===== src/rtl/alu_writeback.sv =====
// Purpose : buffers ALU results with their flags in an in-order FIFO; tracks PSR, sticky overflow and dropped illegal ops.
// Latency : one cycle; a result accepted on edge k is visible at the head in the cycle after edge k.
// Backpr. : in_ready drops when DEPTH entries are stored; a same-cycle pop does not reopen it.
//
// Ports:
//   clk, rst                        clock, async active-high reset
//   in_valid/in_ready               upstream result handshake
//   in_sel, in_y                    opcode and 32-bit result
//   in_cout/in_neg/in_zero/in_ovf   ALU flags
//   out_valid/out_ready             downstream handshake
//   out_y, out_flags                head entry result and {N,Z,C,V}; zero when empty
//   psr                             flags of the last committed result
//   sticky_ovf, sticky_clr          sticky overflow flag and its clear
//   illegal_cnt                     saturating count of dropped illegal-opcode results
//   occupancy                       entries currently stored
module alu_writeback #(
   parameter int DEPTH = 4
) (
   input  logic                       clk,
   input  logic                       rst,
   input  logic                       in_valid,
   output logic                       in_ready,
   input  logic [3:0]                 in_sel,
   input  logic [31:0]                in_y,
   input  logic                       in_cout,
   input  logic                       in_neg,
   input  logic                       in_zero,
   input  logic                       in_ovf,
   output logic                       out_valid,
   input  logic                       out_ready,
   output logic [31:0]                out_y,
   output logic [3:0]                 out_flags,
   output logic [3:0]                 psr,
   output logic                       sticky_ovf,
   input  logic                       sticky_clr,
   output logic [7:0]                 illegal_cnt,
   output logic [$clog2(DEPTH):0]     occupancy
);

   localparam int AW = $clog2(DEPTH);
   localparam logic [AW:0] FULL = DEPTH[AW:0];

   // Entry layout: {Y[31:0], N, Z, C, V}
   logic [35:0]   r_mem [DEPTH];
   logic [AW-1:0] r_wr_ptr;
   logic [AW-1:0] r_rd_ptr;
   logic [AW:0]   r_occ;
   logic [3:0]    r_psr;
   logic          r_sticky;
   logic [7:0]    r_ill_cnt;

   logic          w_illegal;
   logic          w_accept;
   logic          w_push;
   logic          w_pop;
   logic [35:0]   w_head;
   logic [3:0]    w_in_flags;

   assign w_illegal  = (in_sel == 4'b1001) || (in_sel == 4'b1110) || (in_sel == 4'b1111);
   assign w_in_flags = {in_neg, in_zero, in_cout, in_ovf};

   // Handshakes come from registered occupancy only; rst gates in_ready so
   // nothing is accepted while reset is held.
   assign in_ready  = !rst && (r_occ < FULL);
   assign out_valid = (r_occ != '0);

   assign w_accept = in_valid && in_ready;
   assign w_push   = w_accept && !w_illegal;
   assign w_pop    = out_valid && out_ready;

   assign w_head    = r_mem[r_rd_ptr];
   assign out_y     = out_valid ? w_head[35:4] : 32'h0;
   assign out_flags = out_valid ? w_head[3:0]  : 4'h0;

   assign psr         = r_psr;
   assign sticky_ovf  = r_sticky;
   assign illegal_cnt = r_ill_cnt;
   assign occupancy   = r_occ;

   // Storage is not reset: outputs are masked by out_valid, and occupancy
   // decides which slots are meaningful.
   always_ff @(posedge clk) begin
      if (w_push) begin
         r_mem[r_wr_ptr] <= {in_y, w_in_flags};
      end
   end

   // Pointers are AW bits wide, so they wrap modulo DEPTH on their own.
   always_ff @(posedge clk or posedge rst) begin
      if (rst) begin
         r_wr_ptr <= '0;
         r_rd_ptr <= '0;
         r_occ    <= '0;
      end else begin
         if (w_push) r_wr_ptr <= r_wr_ptr + 1'b1;
         if (w_pop)  r_rd_ptr <= r_rd_ptr + 1'b1;
         case ({w_push, w_pop})
            2'b10:   r_occ <= r_occ + 1'b1;
            2'b01:   r_occ <= r_occ - 1'b1;
            default: r_occ <= r_occ;
         endcase
      end
   end

   always_ff @(posedge clk or posedge rst) begin
      if (rst) begin
         r_psr     <= '0;
         r_sticky  <= 1'b0;
         r_ill_cnt <= '0;
      end else begin
         if (w_push) r_psr <= w_in_flags;
         // A new overflow beats a clear arriving on the same edge.
         if (w_push && in_ovf)  r_sticky <= 1'b1;
         else if (sticky_clr)   r_sticky <= 1'b0;
         if (w_accept && w_illegal && (r_ill_cnt != 8'hFF)) begin
            r_ill_cnt <= r_ill_cnt + 1'b1;
         end
      end
   end

endmodule


===== config.mk =====
export PLATFORM = sky130hd
export DESIGN_NAME = alu_writeback
export DESIGN_NICKNAME = d
export VERILOG_FILES = /design/src/rtl/alu_writeback.sv
export SDC_FILE = /design/constraint.sdc
export NUM_CORES = 1
export LEC_CHECK = 0
export BUFFER_PORTS_ARGS = -buffer_cell sky130_fd_sc_hd__buf_2
export CAP_MARGIN = 10
export CORE_UTILIZATION = 28
export CTS_CLUSTER_DIAMETER = 120
export DETAILED_ROUTE_END_ITERATION = 10
export PLACE_DENSITY = 0.46
export SYNTH_ARGS = -nofsm -noshare
export SYNTH_HDL_FRONTEND = slang
export SYNTH_SLANG_ARGS = --single-unit

===== constraint.sdc =====
create_clock -name clk -period 3.13 [get_ports clk]
set_input_delay 0.1565 -clock clk [delete_from_list [all_inputs] [get_ports clk]]
set_output_delay 0.1565 -clock clk [all_outputs]
set_load 0.01 [all_outputs]

==> summary by stage, run 1 <==
Global routing
The first global-routing pass estimated 20.8 mm of wire. The initial antenna violation count came to 0. The overall routing resource usage is 12.1%.

Entering global routing, the biggest net connects 38 pins. The total global routing overflow is 0. The number of global-route vias before repair is 3734.

Worst setup path
The critical path capture point type is an output port. At the worst endpoint, the required time is 2970 ps. The end of the worst register-to-register path is occupancy[2]$_DFFE_PP0P_. The critical path buffer and inverter count is 1. The slowest library cell on the worst path is sky130_fd_sc_hd__dfrtp_4. The startpoint identified for the worst register-to-register timing path is occupancy[0]$_DFFE_PP0P_. The worst endpoint data arrival time is 2300 ps. The setup check on the worst reg-to-reg path leaves a slack of 970 ps. The family with the most delay on the worst path is flip-flops. The largest single stage delay on the critical path is 950 ps. In this run the worst path has a maximum fanout of 37. The length in cells of the worst reg-to-reg path is 8. The kind of launch point of the worst setup path is a register.

Traced cell by cell, the critical path runs through mux4_2 -> and2_1 -> buf_2. The worst setup path is of the register to output port kind.

Pwr
In this run, flip-flops and latches consume 42.7% of the power. The clock network is responsible for 29.1% of the overall power. The internal power consumption is 4.83 mW.

Combinational cells account for 28.2% of the total power. The net switching share of the total power is 29.2%. Power spread over the standard cell area amounts to 823 nW/µm².

For this design the static power due to leakage is 3.01 nW. Total power for the finished layout comes to 6.82 mW. The maximum resistive drop on vdd is 543 µV. The switching power is 1.99 mW.

Floorplanning
The die outline area is 23700 µm². The floorplan step defined a core boundary enclosing 22600 µm². The effective utilization at floorplan is 28.6%. During I/O placement, the number of pins put on the boundary was 99. The horizontal die dimension is 154 µm. The standard-cell row count is 55. The height of the die is 154 µm.

CTS
The number of buffers inserted during clock tree synthesis is 17. The TritonCTS clock tree is yes. The maximum clock insertion buffer count is 2. The master cell of the clock root buffer is sky130_fd_sc_hd__clkbuf_16. Post-CTS repair changed the size of 0 cells.

Clock-pin slew was measured on the worst setup and hold paths at 60 ps. The number of buffers inserted by post-CTS setup repair is 0. Clock latency on the worst-skew pair, taken at its later pin, is 410 ps. Counting every sink on the clock net gives 164. The level count of the clock H-tree is 4.

Routing
The routed layout has 3314 vias. The final antenna-violating net count is 0. For this block, the initial DRC count from the detailed router was 138. The count of TritonRoute iterations in the first routing pass is 4. The number of design rule violations left after detail routing is 0. After detailed routing, the average wire length per cell comes to 17.4 µm.

The wire length reported by the detailed router is 13.2 mm. The via density per instance is 4.36.

Placed design
The instance area after placement is 7350 µm². The post-detailed-placement half-perimeter wirelength is 8.03 mm. The post-placement worst setup slack is 919 ps. The count of port buffers added during placement is 98. The number of placed instances, taps included, is 693. The global placement routability congestion is 0.695.

Logic synthesis
The number of instances in the synthesized netlist is 314. The mapped netlist covers 6480 µm². Of all cell types, the one taking the most synthesized area is sky130_fd_sc_hd__edfxtp_1. After synthesis, the cell types taking the most area are sky130_fd_sc_hd__edfxtp_1, sky130_fd_sc_hd__mux4_2, sky130_fd_sc_hd__dfrtp_1. Counting flops and latches in the post-synthesis netlist gives 164. Yosys printed 0 warnings. The number of nets produced by synthesis is 366. Each instance of the synthesized netlist takes up on average 20.6 µm². The fraction of synthesized cell area taken by the top area cell type is 66.7%.

Sequential cells were found to cover 74.5% of the synthesized design area. The synthesized netlist contains 32 unique library cells.

Timing
The slew at the pin closest to its max-slew limit is 848 ps. The final worst-path setup slack is 675 ps. Static timing analysis puts the maximum clock frequency at 0.407 GHz.

The final count of hold timing violations is 0. Setup repair after global routing left no endpoint under its margin. After routing, the total negative slack on setup checks comes to 0 ps. Setup violations remaining at the end of the flow were counted as 0.

The fraction of the cycle the final worst path needs is 78.4%. Headroom to the max-slew limit came out at 43.4%. The max-slew violation count is 0.

Between clock sinks in the finished design, the worst skew comes to 4.56 ps. The routed design could run at a clock period as short as 2460 ps.

Run
The tool flagged a number of max-cap violations equal to 0.

Finish
The repair_antennas step left the layout with diodes totalling 0. The final layout contains 516 nets. In the final layout, the share of cells above drive strength 1 is 39.8%. The final non-filler cell total is 760. Relative to the synthesized area, the layout overhead comes to 27.8%. The post-route standard cell area excluding fillers is 8280 µm².

Worst hold path
The cell depth of the worst min-delay path is 3. In this run the worst hold path is classified as primary input to register. The worst hold path begins at sticky_clr. The sink of the worst hold path is sticky_ovf$_DFFE_PP0P_.

Run status
The run finished with clean final reports.
-- worst reg2reg max path: stages (launching register included) --
cell and delay (ps):
sky130_fd_sc_hd__dfrtp_1 420, sky130_fd_sc_hd__or3_2 520, sky130_fd_sc_hd__and2_1 240, sky130_fd_sc_hd__ha_1 230
sky130_fd_sc_hd__inv_1 70, sky130_fd_sc_hd__fa_1 190, sky130_fd_sc_hd__xor2_1 160, sky130_fd_sc_hd__nor2_1 70
sky130_fd_sc_hd__xor2_1 140
-- synth_stat cells --
master	count
sky130_fd_sc_hd__buf_2	5
sky130_fd_sc_hd__o2111ai_4	1
sky130_fd_sc_hd__buf_6	2
sky130_fd_sc_hd__o21ai_1	1
sky130_fd_sc_hd__inv_1	9
sky130_fd_sc_hd__nor4_1	3
sky130_fd_sc_hd__xnor2_1	3
sky130_fd_sc_hd__nor3b_4	1
sky130_fd_sc_hd__o32a_1	1
sky130_fd_sc_hd__buf_4	2
sky130_fd_sc_hd__or3_1	1
sky130_fd_sc_hd__a22o_1	1
sky130_fd_sc_hd__fa_1	1
sky130_fd_sc_hd__nand3_1	3
sky130_fd_sc_hd__clkbuf_1	4
sky130_fd_sc_hd__ha_1	6
sky130_fd_sc_hd__nand2_1	3
sky130_fd_sc_hd__nor2_1	4
sky130_fd_sc_hd__nor2_4	1
sky130_fd_sc_hd__dfrtp_1	20
sky130_fd_sc_hd__mux4_2	36
sky130_fd_sc_hd__nand4_1	1
sky130_fd_sc_hd__nor3_1	1
sky130_fd_sc_hd__mux2_2	3
sky130_fd_sc_hd__nor4b_2	1
sky130_fd_sc_hd__xor2_1	9
sky130_fd_sc_hd__edfxtp_1	144
sky130_fd_sc_hd__and2_2	1
sky130_fd_sc_hd__and3_1	1
sky130_fd_sc_hd__mux2i_1	1
sky130_fd_sc_hd__mux2_4	3
sky130_fd_sc_hd__and2_1	41
-- worst max-delay path by stage --
stage                                   startpoint                      to  slack, ps  cells past startpoint
after floorplan           occupancy[2]$_DFFE_PP0P_   r_mem[0][0]$_DFFE_PP_        790                      4
after global placement                   in_sel[2]  r_mem[2][27]$_DFFE_PP_        970                      7
after detailed placement                 in_sel[2]  r_mem[3][18]$_DFFE_PP_        920                      7
after CTS                  r_rd_ptr[0]$_DFFE_PP0P_                out_y[8]        570                      3
after global routing       r_rd_ptr[0]$_DFFE_PP0P_                out_y[8]        490                      3
final                      r_rd_ptr[0]$_DFFE_PP0P_                out_y[3]        670                      3
-- area by class of cell --
class                   instances  area, µm²
clock buffers                  18        429
clock inverters                12        131
fillers                      2145      14400
inverters                       9       33.8
multi-input cells             128       1550
flip-flops and latches        164       4830
well taps                     285        357
repair buffers                144        953
-- registers in the layout, indices dropped and copies added, names as in the netlist --
name,flops
r_wr_ptr,2
occupancy,3
r_mem,144
sticky_ovf,1
illegal_cnt,8
r_rd_ptr,2
psr,4
-- power by group through the flow --
stage / clock network (mW) / logic (mW) / registers, mW
2_1_floorplan: 0 / 1.38 / 2.76
3_3_place_gp: 0 / 1.91 / 2.97
3_5_place_dp: 0 / 1.92 / 2.98
4_1_cts: 2.05 / 1.97 / 2.94
5_1_grt: 2.14 / 2.12 / 2.97
6_report: 1.98 / 1.92 / 2.91
-- stage by stage --
stage | util [%] | hold slack, ps
2_1_floorplan | - | 120
3_3_place_gp | 32.5 | 369
6_report | 36.6 | 48.5
5_1_grt | 36.6 | 45.0
3_5_place_dp | 32.5 | 377
4_1_cts | 36.6 | 21.1
-- cell usage in the layout (no fill, tap or decap), types with 3 or more instances in the layout --
cell type                         n
sky130_fd_sc_hd__edfxtp_1       144
sky130_fd_sc_hd__buf_2           98
sky130_fd_sc_hd__and2_1          37
sky130_fd_sc_hd__dlygate4sd3_1   37
sky130_fd_sc_hd__mux4_2          36
sky130_fd_sc_hd__dfrtp_1         18
sky130_fd_sc_hd__clkbuf_16       17
sky130_fd_sc_hd__inv_1            9
sky130_fd_sc_hd__xor2_1           9
sky130_fd_sc_hd__buf_4            7
sky130_fd_sc_hd__ha_1             6
sky130_fd_sc_hd__and2_2           5
sky130_fd_sc_hd__nor2_1           4
sky130_fd_sc_hd__clkinv_4         4
sky130_fd_sc_hd__nand3_1          3
sky130_fd_sc_hd__mux2_2           3
sky130_fd_sc_hd__nand2_1          3
sky130_fd_sc_hd__nor4_1           3
sky130_fd_sc_hd__mux2_4           3
sky130_fd_sc_hd__xnor2_1          3
sky130_fd_sc_hd__clkinv_2         3
-- metal layers --
metal / GRT usage (%) / vias to the layer above / routed length (µm)
li1: - / 1530 / -
met1: 15.3 / 1691 / 5990
met2: 19.4 / 81 / 6400
met3: 4.00 / 12 / 692
met4: 4.00 / 0 / 141
met5: 0 / - / 0
-- cells by family after synthesis --
group                      Yosys count  synth area share [%]
DFF                                164                  74.5
and+or+nand+nor                     62                  6.06
muxes                               43                  13.9
buffers and inverters               22                  1.72
xor gates and xnor gates            12                  1.62
adders and majority gates            7                  1.47
AOI/OAI and AO/OA                    4                 0.773
-- repair_timing --
| item | in CTS | in global routing |
|---|---|---|
| endpoints found under the setup margin | 0 | 0 |
| hold buffers | 37 | 0 |
| hold endpoints to repair | 164 | 0 |
(Power assumes the default switching activity.)
==> run 2, diff against run 1 <==
==> constraint.sdc (replaced) <==
create_clock -name clk -period 2.4 [get_ports clk]
set_input_delay 0.12 -clock clk [delete_from_list [all_inputs] [get_ports clk]]
set_output_delay 0.12 -clock clk [all_outputs]
set_load 0.01 [all_outputs]
==> summary by stage, run 2 (synthesized netlist as in run 1, its figures left out) <==
Run status
The flow ran to the end, and the final reports show no timing, DRC or antenna violations.

CTS
The level count of the clock H-tree is 4 (unchanged). TritonCTS built the clock tree. The number of buffers inserted during clock tree synthesis came to 17 (unchanged). The tree is rooted in a sky130_fd_sc_hd__clkbuf_16. The maximum clock insertion buffer count is 2 (unchanged).

The number of gates resized after CTS was 0 (unchanged). The clock sink count is 164 (unchanged). The clock latency of the later-clocked register in the worst-skew pair is 420 ps (about the same). The clock slew seen by the registers of the worst setup and hold paths was 60 ps (about the same).

Timing
The worst relative slew slack is 45.6% (+2.2 points). The worst clock skew is 8.41 ps (+3.84 ps). The sum of negative setup slack is 0 ps (unchanged). After layout, the worst path uses 90.7% of the clock period.

The slew at the pin closest to its max-slew limit is 815 ps (-32.3 ps). The final number of setup-violating endpoints is 0 (unchanged). The worst path needs 2180 ps of the cycle, external delays included.

Timing would allow up to 0.459 GHz. The max-slew violation count is 0 (unchanged). The final count of hold timing violations is 0 (unchanged). Setup repair after global routing left no endpoint under its margin. The smallest hold slack is 71.1 ps (+22.6 ps).

Floorplanning
The effective utilization at floorplan is 28.6% (unchanged). The horizontal die dimension is 154 µm (unchanged). The area of the core is 22600 µm² (unchanged). The number of placed I/O pins came to 99 (unchanged). The height of the die is 154 µm (unchanged).

The standard-cell row count is 55 (unchanged). The die outline area is 23700 µm² (unchanged).

Routing
The number of vias after detailed routing is 3414 (+3.0%). The count of TritonRoute iterations in the first routing pass came to 4 (unchanged). The via density per instance is 4.43 (+1.7%). The number of DRC markers in iteration 0 is 175 (+27%). The number of design rule violations left after detail routing is 0 (unchanged).

The wire length reported by the detailed router was 13.4 mm (+1.1%). The final routed wire length divided by cell count came to 17.3 µm (-0.26%). The final antenna-violating net count is 0 (unchanged).

Global routing
The pin count of the biggest net entering global routing came to 38 (unchanged). The number of global-route vias before repair was 3718 (-0.43%). The initial antenna violation count is 0 (unchanged). The total global routing overflow is 0 (unchanged). The overall routing resource usage is 12.0% (-0.062 points).

The wire length of the first global-routing pass came to 20.6 mm (-0.93%).

Placed design
The count of port buffers added during placement came to 98 (unchanged). The post-detailed-placement half-perimeter wirelength came to 8.05 mm (+0.20%). The global placement routability congestion is 0.744 (+7.1%).

Worst setup path
The first element of the critical path is r_rd_ptr[0]$_DFFE_PP0P_. The source of the worst register-to-register timing path is occupancy[0]$_DFFE_PP0P_. The kind of launch point of the worst setup path is a register. The worst endpoint data arrival time is 2060 ps (-240 ps).

The critical path capture point type is an output port. The critical path data required time is 2280 ps (-690 ps). The critical setup path kind is register to output port. The largest fanout on the critical path came to 11 (-70%).

Finish
The number of nets in the layout is 524 (+1.6%). The layout cell share with drive strength beyond 1 was 41.0% (+1.2 points). The number of diodes is 0 (unchanged). In the layout the commonest cells are sky130_fd_sc_hd__edfxtp_1, sky130_fd_sc_hd__buf_2, sky130_fd_sc_hd__dlygate4sd3_1.

The end-of-flow core utilization came to 36.9% (+0.34 points). From synthesis to final layout, the design area changed by 29.0%. More flip-flops sit in one register than any other, and that register is r_mem. The commonest non-fill, non-tap cell in the layout is sky130_fd_sc_hd__edfxtp_1. The number of flip-flops under the largest register name is 144 (unchanged).

Worst hold path
The worst hold-check path type is primary input to register. The worst hold path begins at out_ready.

Run
The max-cap check violation count was 0 (unchanged).

Pwr
The total power is 8.97 mW (+32%). The cell area power density is 1070 nW/µm² (+30%). The maximum resistive drop on vdd is 416 µV (-23%). The total leakage power came to 3.06 nW (+1.6%).
## run 2: changes by cell type in the layout (fill, tap and decap cells not counted), sizes merged
cell | previous run | this run
inv | 11 | 15
buf | 107 | 114
bufinv | 2 | 0
clkinvlp | 0 | 1
clkinv | 8 | 4
dlygate4sd3 | 37 | 38
clkbuf | 18 | 21
## run 2: metrics by stage
step	std cells	area [µm²]	worst slack, ps
4_1_cts	770	8360	147
6_report	770	8360	223
3_3_place_gp	699	7400	401
3_5_place_dp	699	7400	370
2_1_floorplan	314	6480	62.6
5_1_grt	770	8360	91.8
## run 2: metal layers
metal / part of all wire, % / routed length [µm] / up-vias / track usage [%]
li1: - / - / 1548 / -
met1: 45 / 6020 / 1768 / 14.9
met2: 50 / 6640 / 84 / 19.9
met3: 3.9 / 520 / 14 / 3.47
met4: 1.3 / 176 / 0 / 4.29
met5: 0 / 0 / - / 0
## run 2: final timing paths
check	to	slack, ps	cells after the start
setup / recovery	out_y[18]	220	4
hold / removal	r_rd_ptr[0]$_DFFE_PP0P_	70	3
setup reg to reg	occupancy[1]$_DFFE_PP0P_	340	6
hold reg to reg	illegal_cnt[6]$_DFFE_PP0P_	500	1
max in group asynchronous	r_rd_ptr[0]$_DFFE_PP0P_	1370	3
min in group asynchronous	sticky_ovf$_DFFE_PP0P_	430	3
## run 2: timing repair
| item | in CTS | in global routing |
|---|---|---|
| setup buffers | 1 | 0 |
| endpoints found under the setup margin | 6 | 0 |
| hold endpoints to repair | 168 | 0 |
| hold buffers | 38 | 0 |
## run 2: final cells by class
cell class                      instances  area, µm²
Tap cell                              285        357
Clock buffer                           21        482
Clock inverter                         11       86.3
Timing Repair Buffer                  152       1020
Fill cell                            2114      14300
Inverter                                9       33.8
Multi-Input combinational cell        128       1550
Sequential cell                       164       4830
## run 2: power by group
part	internal [mW]	total, mW	switching [mW]
clock network	1.46	2.56	1.10
registers	3.40	3.59	0.189
logic	1.45	2.81	1.37
total	6.30	8.97	2.66
## run 2: worst max-delay path, cell delays in order, from the launching register on
cell and delay, ps:
sky130_fd_sc_hd__dfrtp_4 590, sky130_fd_sc_hd__buf_12 210, sky130_fd_sc_hd__mux4_2 500, sky130_fd_sc_hd__and2_1 190, sky130_fd_sc_hd__buf_2 140
